File: config.mk
export PLATFORM = sky130hd
export DESIGN_NAME = ddr_axi_read_master
export DESIGN_NICKNAME = d
export VERILOG_FILES = /design/src/rtl/ddr_axi_read_master.sv
export SDC_FILE = /design/constraint.sdc
export NUM_CORES = 1
export LEC_CHECK = 0
export ABC_AREA = 1
export CORE_AREA = 2 2 130 132
export CTS_BUF_LIST = sky130_fd_sc_hd__clkbuf_16
export DETAILED_ROUTE_END_ITERATION = 8
export DIE_AREA = 0 0 132 134
export PLACE_DENSITY = 0.67
export SLEW_MARGIN = 15
export SYNTH_ARGS = -nofsm -noshare
export SYNTH_HDL_FRONTEND = slang
export SYNTH_SLANG_ARGS = --single-unit
File: constraint.sdc
create_clock -name clk -period 4.6 [get_ports clk]
set_clock_uncertainty 0.15 [all_clocks]
set_input_delay 1.38 -clock clk [delete_from_list [all_inputs] [get_ports clk]]
set_output_delay 1.38 -clock clk [all_outputs]
set_load 0.005 [all_outputs]
File: src/rtl/ddr_axi_read_master.sv
`default_nettype none
// ============================================================================
// Module : ddr_axi_read_master
// Brief  : AXI4 read master draining committed bursts from a DDR ring buffer
//          into the read FIFO, one burst outstanding at a time.
// Rev    : 1.0  initial release
// ============================================================================
module ddr_axi_read_master #(
  parameter int C_M_AXI_DATA_WIDTH = 128,
  parameter int C_M_AXI_ADDR_WIDTH = 32,
  parameter int BURST_LEN = 16,
  parameter logic [C_M_AXI_ADDR_WIDTH-1:0] BASE_ADDR = 32'h0000_0000,
  parameter int REGION_BURSTS = 1024
) (
  input  logic                          clk,
  input  logic                          rst,
  input  logic                          DDR_rd_en,
  input  logic                          wr_burst_done,
  input  logic                          fifo_full,
  output logic [C_M_AXI_ADDR_WIDTH-1:0] m_axi_araddr,
  output logic [7:0]                    m_axi_arlen,
  output logic [2:0]                    m_axi_arsize,
  output logic [1:0]                    m_axi_arburst,
  output logic                          m_axi_arvalid,
  input  logic                          m_axi_arready,
  input  logic [C_M_AXI_DATA_WIDTH-1:0] m_axi_rdata,
  input  logic [1:0]                    m_axi_rresp,
  input  logic                          m_axi_rlast,
  input  logic                          m_axi_rvalid,
  output logic                          m_axi_rready,
  output logic [C_M_AXI_DATA_WIDTH-1:0] wr_dataIn,
  output logic                          wr_dataIn_valid,
  output logic [15:0]                   avail_bursts,
  output logic [2:0]                    err
);

  localparam int c_beat_bytes = C_M_AXI_DATA_WIDTH / 8;
  localparam int c_slot_w     = (REGION_BURSTS > 1) ? $clog2(REGION_BURSTS) : 1;
  localparam logic [C_M_AXI_ADDR_WIDTH-1:0] c_burst_bytes =
    C_M_AXI_ADDR_WIDTH'(BURST_LEN * c_beat_bytes);
  localparam logic [c_slot_w-1:0] c_slot_last = c_slot_w'(REGION_BURSTS - 1);
  localparam logic [8:0]          c_beats     = 9'(BURST_LEN);

  typedef enum logic [1:0] {
    S_IDLE = 2'd0,
    S_ADDR = 2'd1,
    S_DATA = 2'd2
  } state_t;

  state_t                r_state;
  state_t                w_state_nxt;
  logic                  w_arvalid;
  logic                  w_rready;
  logic                  w_ar_hs;
  logic                  w_beat_acc;
  logic [c_slot_w-1:0]   r_rd_slot;
  logic [8:0]            r_beat_cnt;
  logic [8:0]            w_beat_cnt_inc;
  logic [15:0]           r_avail;
  logic [2:0]            r_err;

  always_ff @(posedge clk) begin
    if (rst) begin
      r_state <= S_IDLE;
    end else begin
      r_state <= w_state_nxt;
    end
  end

  always_comb begin
    w_state_nxt = r_state;
    w_arvalid   = 1'b0;
    w_rready    = 1'b0;
    case (r_state)
      S_IDLE: begin
        if (DDR_rd_en && (r_avail != 16'd0)) begin
          w_state_nxt = S_ADDR;
        end
      end
      S_ADDR: begin
        w_arvalid = 1'b1;
        if (m_axi_arready) begin
          w_state_nxt = S_DATA;
        end
      end
      S_DATA: begin
        w_rready = ~fifo_full;
        if (w_rready && m_axi_rvalid && m_axi_rlast) begin
          w_state_nxt = S_IDLE;
        end
      end
      default: w_state_nxt = S_IDLE;
    endcase
  end

  assign w_ar_hs        = w_arvalid & m_axi_arready;
  assign w_beat_acc     = w_rready & m_axi_rvalid;
  assign w_beat_cnt_inc = r_beat_cnt + 9'd1;

  // Slot counter, beat counter, burst credit and sticky error flags
  always_ff @(posedge clk) begin
    if (rst) begin
      r_rd_slot  <= '0;
      r_beat_cnt <= 9'd0;
      r_avail    <= 16'd0;
      r_err      <= 3'b000;
    end else begin
      if (w_ar_hs) begin
        r_rd_slot <= (r_rd_slot == c_slot_last) ? '0 : r_rd_slot + 1'b1;
      end
      if (w_beat_acc) begin
        if (m_axi_rresp != 2'b00) begin
          r_err[0] <= 1'b1;
        end
        if (m_axi_rlast) begin
          r_beat_cnt <= 9'd0;
          if (w_beat_cnt_inc != c_beats) begin
            r_err[1] <= 1'b1;
          end
        end else begin
          if (w_beat_cnt_inc == c_beats) begin
            r_err[1] <= 1'b1;
          end
          // Saturate so an endless burst cannot alias back onto BURST_LEN
          if (r_beat_cnt != 9'h1FF) begin
            r_beat_cnt <= w_beat_cnt_inc;
          end
        end
      end
      if (wr_burst_done && !w_ar_hs) begin
        if (r_avail == 16'hFFFF) begin
          r_err[2] <= 1'b1;
        end else begin
          r_avail <= r_avail + 16'd1;
        end
      end else if (w_ar_hs && !wr_burst_done) begin
        r_avail <= r_avail - 16'd1;
      end
    end
  end

  assign m_axi_araddr    = BASE_ADDR + (C_M_AXI_ADDR_WIDTH'(r_rd_slot) * c_burst_bytes);
  assign m_axi_arlen     = 8'(BURST_LEN - 1);
  assign m_axi_arsize    = 3'($clog2(c_beat_bytes));
  assign m_axi_arburst   = 2'b01;
  assign m_axi_arvalid   = w_arvalid;
  assign m_axi_rready    = w_rready;
  assign wr_dataIn       = m_axi_rdata;
  assign wr_dataIn_valid = w_beat_acc;
  assign avail_bursts    = r_avail;
  assign err             = r_err;

endmodule
`default_nettype wire
======== Yosys cells after proc, flatten, opt, wreduce, memory -nomap -nowiden ========
Cells that the tools add are included.
storage, ports and cells
  flip-flop bits (word level) ............. 40
  input bits .............................. 138
  output and inout port bits .............. 195
  word-level logic and storage cells ...... 60
operators by class
  $add $sub $neg .......................... 4
  equality and inequality tests ........... 12
  mux-type cells .......................... 15
  bitwise logic cells ..................... 3
  reductions and logical operators ........ 19
operator list
  operator                                                                  number
  16-bit two-way mux                                                        3
  9-bit two-way mux                                                         2
  16-bit by 1-bit adder with 16-bit output (second input constant)          1
  16-bit == test (second input constant)                                    1
  16-bit nonzero test                                                       1
  16-bit by 1-bit subtractor with 16-bit output (second input constant)     1
  10-bit by 1-bit adder with 10-bit output (second input constant)          1
  10-bit == test (second input constant)                                    1
  10-bit two-way mux                                                        1
  9-bit by 1-bit adder with 9-bit output (second input constant)            1
  9-bit by 5-bit == test with 1-bit output (second input constant)          1
  9-bit by 5-bit inequality test with 1-bit output (second input constant)  1
  9-bit inequality test (second input constant)                             1
  2-bit inequality test (second input constant)                             4
  2-bit AND reduction                                                       4
  2-bit nonzero test                                                        4
  2-bit two-way mux                                                         3
  2-bit case mux with 3 select lines                                        1
  3-bit AND reduction                                                       2
  1-bit logical AND                                                         5
  1-bit two-way mux                                                         5
  1-bit bitwise AND                                                         2
  2-bit by 1-bit == test with 1-bit output (second input constant)          1
  2-bit == test (second input constant)                                     1
  other kinds (4)                                                           5

======== Longest topological paths before layout ========
Gate-level depths: netlist of run 1.
  depth in word-level cells ............... 7
  mapped depth ............................ 15
  mapped depth without buffers ............ 15

======== Worst setup path before layout of run 1 ========
OpenSTA, ideal clock, no wires.
  path type ............................... input to register
  start ................................... input m_axi_arready
  end ..................................... register r_avail[14], in the netlist avail_bursts[14]
  setup time .............................. 0.115 ns
  arrival time ............................ 3.063 ns
  data required time ...................... 4.335 ns
  slack ................................... 1.272 ns
  stages .................................. 12
  buffers on the path ..................... 0
  path through ............................ nand2_4 -> nand2_1 -> inv_2 -> fa_1 -> o21ai_1 -> nand2_1 -> nand2_1 -> nand3_1 -> nand3_1 -> nand2_2 -> nor2_1 -> nor2_1
on the way
  longest elaborated chain between the ends .. 5
  elaborated cells between the ends (all ways) .. 8
  classes of those cells .................. 1 x eq/ne; 1 x mux; 1 x bitwise; 5 x reduce/logical
RTL lines
  item                                                                                 RTL line  RTL
  start, declared                                                                      25        input logic m_axi_arready,
  1-bit bitwise AND *                                                                  96        assign w_ar_hs = w_arvalid & m_axi_arready;
  1-bit zero test                                                                      130       if (wr_burst_done && !w_ar_hs) begin
  1-bit logical AND                                                                    130
  2-bit inequality test (no source line) / 2-bit nonzero test (equally long branches)  --
  2-bit AND reduction (no source line)                                                 --
  end signal, assigned                                                                 134       r_avail <= r_avail + 16'd1;
  end signal, assigned                                                                 137       r_avail <= r_avail - 16'd1;
  end, declared                                                                        59        logic [15:0] r_avail;
Every way passes the cells marked *; elsewhere a longest branch is shown, timed or not.
A chain may end at the register's enable or synchronous reset.

======== Worst setup path after layout of run 1 ========
  start ................................... input fifo_full
  end ..................................... output wr_dataIn_valid
on the way
  longest elaborated chain between the ends .. 3
RTL lines
  item               RTL line  RTL
  start, declared    19        input logic fifo_full,
  1-bit inverter     87        w_rready = ~fifo_full;
  1-bit two-way mux  74        case (r_state)
  1-bit bitwise AND  97        assign w_beat_acc = w_rready & m_axi_rvalid;
  end, declared      32        output logic wr_dataIn_valid,
Every way passes these cells.

==> run_results.csv, run 1 <==
group,metric,value,unit
detailed_routing,drt-wirelength-per-cell,12.24,um
pwr,ir_drop,139.3,uV
worst_setup_path,critPathCaptureType,"output port",
detailed_routing,drtIter0Drc,150,
floorplan,die_h,134,um
floorplan,io_pins,333,
logic_synthesis,synth_top_family_by_area,"buffers and inverters",
timing,setup_violations,0,
logic_synthesis,yosys_warnings,0,
global_route,grt_pass1_wl,13900,um
global_route,grtUsageMet1,0.1147,
logic_synthesis,synthXorXnorAreaFrac,0.01565,
logic_synthesis,synth-main-ff-cell,"dfxtp_1",
timing,fin_ws,0.4425,ns
timing,tightest_slew,0.6741,ns
detailed_routing,vias,2964,
logic_synthesis,yosysUniqueCellTypes,37,
worst_setup_path,arrival,2.63,ns
worst_setup_path,timing.rr.start,"r_state[0]",
logic_synthesis,yosysTopAreaCell,"buf_4",
finish,final_layout_size_suffix_gt1_frac,0.04490,
worst_setup_path,startpoint_type,"primary input",
global_route,grt_pass1_vias,2752,
logic_synthesis,yosysSeqAreaShare,0.2045,
global_route,grt_overflow,0,
clock_network,h-tree-depth,2,
floorplan,core,0.01629,mm^2
finish,syn_to_final_growth,-6.869,%
min_path,min_from,"err[1]",
detailed_routing,dr.pass1.iters,7,
job,max_cap_violations,0,
worst_setup_path,worstReg2RegEnd,"avail_bursts[14]",
finish,fillerInstances,1829,
logic_synthesis,synthArstFlopShare,0,
worst_setup_path,critical_path_class,"primary input to output port",
detailed_routing,drc_errors,0,
clock_network,tritoncts,"yes",
detailed_routing,vias_per_cell,4.175,
placed_design,place_hpwl,6669,um
finish,final-seq-area,800.8,um^2
finish,multi_input_area,0.001783,mm^2
min_path,holdPathEnd,"err[1]",
timing,period_share,0.9038,
outcome,status,"finished clean",
clock_network,path_clk_slew,0.06,ns
worst_setup_path,worst_r2r_path_depth,14,
timing,whs,0.3017,ns
logic_synthesis,syn_inst,574,
logic_synthesis,syn_avg_cell_area,6.823,um^2
logic_synthesis,post-synth-top-count-cell,"buf_4",
global_route,grt_use_met2,0.1429,
floorplan,start_util,0.2404,
global_route,antenna_found_initial,0,
clock_network,cts-root-buf,"clkbuf_16",
clock_network,clk_path_buf_depth,2,
finish,n_antenna_cell,0,
clock_network,post-cts-setup-buffers,0,
pwr,power.density,319.5,mW/mm^2
floorplan,die_area,0.01769,mm^2
timing,report.final.slew_viol_count,0,
timing,fmax,0.2405,GHz
placed_design,place.gp.congestion,0.8559,
detailed_routing,antenna_left,0,
logic_synthesis,ys_ff_latch,40,
clock_network,cts_resized,0,
logic_synthesis,synth.area.top_cells,"buf_4 31%, dfxtp_1 20%, nand2_1 9.6%",
timing,finalHoldViolations,0,
min_path,hp-class,"flop to flop",
floorplan,row_count,47,
pwr,p_leak,0.001573,uW
worst_setup_path,worstPathRequired,3.07,ns
min_path,hold_depth,2,
timing,rsz0062_at_grt,"no",
finish,fin_area,0.003647,mm^2
placed_design,dpl_cell_area,0.003483,mm^2
floorplan,fp.dieW,132,um
global_route,grt.total_usage,0.09816,
global_route,top_usage_layer,"met2",
logic_synthesis,synth_edf_count,0,
global_route,grtUsageMet3,0.05064,
logic_synthesis,synth_common_cells,"163 x buf_4, 100 x nand2_1, 49 x inv_1",
placed_design,portBuffers,41,
worst_setup_path,ff2ff_setup_slack,1.91,ns
clock_network,cts_made_buffers,5,
clock_network,clock-sinks,40,
timing,slew_headroom,0.5501,
global_route,grt_max_degree,27,
pwr,power,1165,uW
finish,layout.nets,647,
worst_setup_path,crit_fanout,3,
logic_synthesis,yosys.area.top_type_share,0.3125,
placed_design,dp_worst_setup_slack,0.4307,ns
detailed_routing,wl,8689,um
logic_synthesis,synth_area,0.003916,mm^2
timing,fin_crit,4.158,ns
timing,tns,0,ns
logic_synthesis,synth-simple-area-share,0.2428,
logic_synthesis,synthMuxAreaShare,0,
clock_network,hold_buffers,0,
logic_synthesis,synthAdderAreaFrac,0.06581,
logic_synthesis,synth_compound_area_frac,0.09744,
clock_network,clk_latency,0.29,ns
[report_power, final]
part	internal [uW]	switching, uW	total, uW
Clock	253	146	399
Sequential	371	38.6	410
Combinational	154	202	357
Total	779	386	1170
[routing by layer]
layer | up-vias | share of wire
met3 | 47 | 0.11
li1 | 1474 | -
met2 | 138 | 0.43
met5 | - | 0
met4 | 0 | 0.041
met1 | 1305 | 0.42
[final cells by class]
cell class / count / share of cell area
clock buffer: 5 / 0.03431
clock inverter: 3 / 0.01063
inverter: 53 / 0.05455
multi-input combinational: 346 / 0.4889
sequential: 40 / 0.2196
tap: 220 / 0.07547
timing repair buffer: 43 / 0.1166
[metrics by stage]
step                      utilization  std cells
after floorplan                     -        607
after global placement         0.2138        702
after global routing           0.2239        710
final                          0.2239        710
after detailed placement       0.2138        702
after CTS                      0.2239        710
[cells in the final DEF (no fill, tap or decap), types with 2 or more instances in the layout]
cell / instances
xnor2_1: 5
o21ai_0: 10
conb_1: 35
clkbuf_16: 5
clkdlybuf4s50_1: 41
nand4_1: 7
ha_1: 19
nor4_1: 4
nor3_1: 7
nand3_1: 36
nand2_4: 2
nor2_1: 44
buf_4: 2
nand2_1: 100
a21oi_1: 44
nand3b_1: 2
inv_2: 3
dfxtp_1: 40
xor2_1: 2
or2_0: 2
o21ai_1: 13
inv_1: 50
[worst max-delay path, stage by stage]
cell and delay [ns]:
clkdlybuf4s50_1 0.44, nor2_2 0.13, nand2_1 0.08, inv_1 0.09, clkdlybuf4s50_1 0.51
[cells by family (layout without fill, tap and decap cells)]
| kind of cell | Yosys count | count (layout) |
|---|---|---|
| xor+xnor | 7 | 7 |
| compound gates | 72 | 72 |
| buf+inv | 221 | 104 |
| other cells | 2 | 35 |
| fa+ha+maj | 20 | 20 |
| flops | 40 | 40 |
| simple gates | 212 | 212 |
[flip-flops by register name (all words and copies together), names as in the netlist]
name          cells
r_state           2
r_beat_cnt        9
r_rd_slot        10
avail_bursts     16
err               3
[how the worst max path moves through the flow]
stage / from / endpoint / slack (ns) / depth (start not counted)
after detailed placement: fifo_full / wr_dataIn_valid / 0.43 / 5
after global routing: fifo_full / wr_dataIn_valid / 0.34 / 5
final: fifo_full / wr_dataIn_valid / 0.44 / 5
after CTS: fifo_full / wr_dataIn_valid / 0.43 / 5
after floorplan: m_axi_arready / avail_bursts[14] / 1.27 / 12
after global placement: fifo_full / wr_dataIn_valid / 0.46 / 5
(Power assumes the default switching activity.)
==> run 2: changes to the inputs <==
Settings changed: MAX_ROUTING_LAYER from default to met4, RECOVER_POWER from default to 25.
==> run 2 against run 1 <==
Against the previous run:
- cell area decreased by 0.10%
- routed wire length decreased by 0.17%
- sequential cell count unchanged
- worst setup slack got worse by 0.0010 ns
- first-iteration DRC count increased by 9.3%
- clock-buffer cell count unchanged
- combinational power decreased by 2%
- core utilization about the same
- maximum frequency about the same
- die area unchanged
- hold slack got worse by 0.0036 ns
- critical path type unchanged
- largest power group unchanged
==> run_results.csv, run 2 (same netlist as run 1, synthesis figures left out) <==
group,metric,value,unit
outcome,status,"finished clean",
job,max_cap_violations,0,
floorplan,row_count,47,
worst_setup_path,cp-startpoint,"fifo_full",
floorplan,fp.dieW,132,um
finish,final_util,0.2237,
clock_network,cts_resized,0,
worst_setup_path,critPathCaptureType,"output port",
worst_setup_path,critical_path_class,"primary input to output port",
finish,fillerInstances,1830,
timing,fmax,0.2405,GHz
timing,rsz0062_at_grt,"no",
clock_network,post-cts-setup-buffers,0,
placed_design,portBuffers,41,
detailed_routing,vias,2953,
placed_design,place.gp.congestion,0.8696,
floorplan,io_pins,333,
worst_setup_path,timing.rr.start,"r_state[0]",
global_route,grt_pass1_vias,2753,
worst_setup_path,startpoint_type,"primary input",
floorplan,die_area,0.01769,mm^2
timing,fin_ws,0.4414,ns
min_path,hp-class,"flop to flop",
floorplan,die_h,134,um
pwr,p_leak,0.001645,uW
finish,n_antenna_cell,0,
finish,final-seq-area,800.8,um^2
worst_setup_path,worstPathRequired,3.07,ns
clock_network,hold_buffers,0,
min_path,min_from,"err[1]",
detailed_routing,drc_errors,0,
clock_network,cts-root-buf,"clkbuf_16",
clock_network,clk_path_buf_depth,2,
floorplan,core,0.01629,mm^2
clock_network,cts_made_buffers,5,
finish,final_layout_size_suffix_gt1_frac,0.04286,
global_route,grt_pass1_wl,13900,um
timing,setup_violations,0,
finish,largest_reg_flops,16,
detailed_routing,drt-wirelength-per-cell,12.22,um
timing,tightest_slew,1.106,ns
worst_setup_path,crit_fanout,3,
worst_setup_path,arrival,2.63,ns
finish,syn_to_final_growth,-6.965,%
timing,report.final.slew_viol_count,0,
global_route,grt_max_degree,27,
global_route,grt_overflow,0,
global_route,grt.total_usage,0.1011,
clock_network,h-tree-depth,2,
finish,layout.nets,647,
finish,final_common_cell,"nand2_1",
detailed_routing,antenna_left,0,
pwr,ir_drop,137.9,uV
timing,period_share,0.9040,
clock_network,clock-sinks,40,
finish,multi_input_area,0.001783,mm^2
global_route,antenna_found_initial,0,
detailed_routing,wl,8674,um
detailed_routing,drtIter0Drc,164,
timing,fin_crit,4.159,ns
clock_network,tritoncts,"yes",
detailed_routing,dr.pass1.iters,4,
timing,tns,0,ns
placed_design,dp_worst_setup_slack,0.4307,ns
timing,finalHoldViolations,0,
finish,final_cell_mix,"100 x nand2_1, 50 x inv_1, 44 x nor2_1, 44 x a21oi_1, 40 x dfxtp_1",
clock_network,clk_latency,0.29,ns
detailed_routing,vias_per_cell,4.159,
placed_design,place_hpwl,6669,um
floorplan,start_util,0.2404,
pwr,power.density,317.1,mW/mm^2
clock_network,path_clk_slew,0.06,ns
timing,slew_headroom,0.2627,
run 2: stage by stage:
stage | hold WS [ns] | std cells | cell area [um^2] | total power [uW]
5_1_grt | 0.3164 | 710 | 3643 | 1238
3_5_place_dp | 0.2890 | 702 | 3483 | 773.7
6_report | 0.2981 | 710 | 3643 | 1156
2_1_floorplan | 0.2966 | 607 | 4040 | 761.4
4_1_cts | 0.2989 | 710 | 3647 | 1185
3_3_place_gp | 0.2895 | 702 | 3483 | 768.6
run 2: cell type report:
type | count | area share
repair buffers | 43 | 0.1157
clock inverters | 3 | 0.01065
clock buffers | 5 | 0.03434
multi-input cells | 346 | 0.4894
inverters | 53 | 0.05460
well taps | 220 | 0.07555
flip-flops and latches | 40 | 0.2198
run 2: where the power goes:
group / switching (uW) / total [uW] / internal, uW / leakage [uW]
logic: 203 / 349 / 146 / 0.00123
clock network: 145 / 398 / 253 / 0.0000850
registers: 37.4 / 409 / 371 / 0.000327
total: 385 / 1160 / 771 / 0.00165
run 2: critical path: stages:
cell and delay, ns:
clkdlybuf4s50_1 0.44, nor2_2 0.13, nand2_1 0.08, inv_1 0.09
clkdlybuf4s50_1 0.51
run 2: per-layer routing:
layer	track usage	up-vias	wire length [um]
li1	-	1476	-
met1	0.1147	1295	3628
met2	0.1429	133	3739
met3	0.05064	49	951
met4	0.05857	0	354
met5	-	-	0
run 2: worst paths after layout:
check / endpoint / slack (ns) / depth (start not counted)
min: err[1] / 0.30 / 2
max reg2reg: avail_bursts[14] / 1.91 / 14
max: wr_dataIn_valid / 0.44 / 5
min reg2reg: err[1] / 0.30 / 2
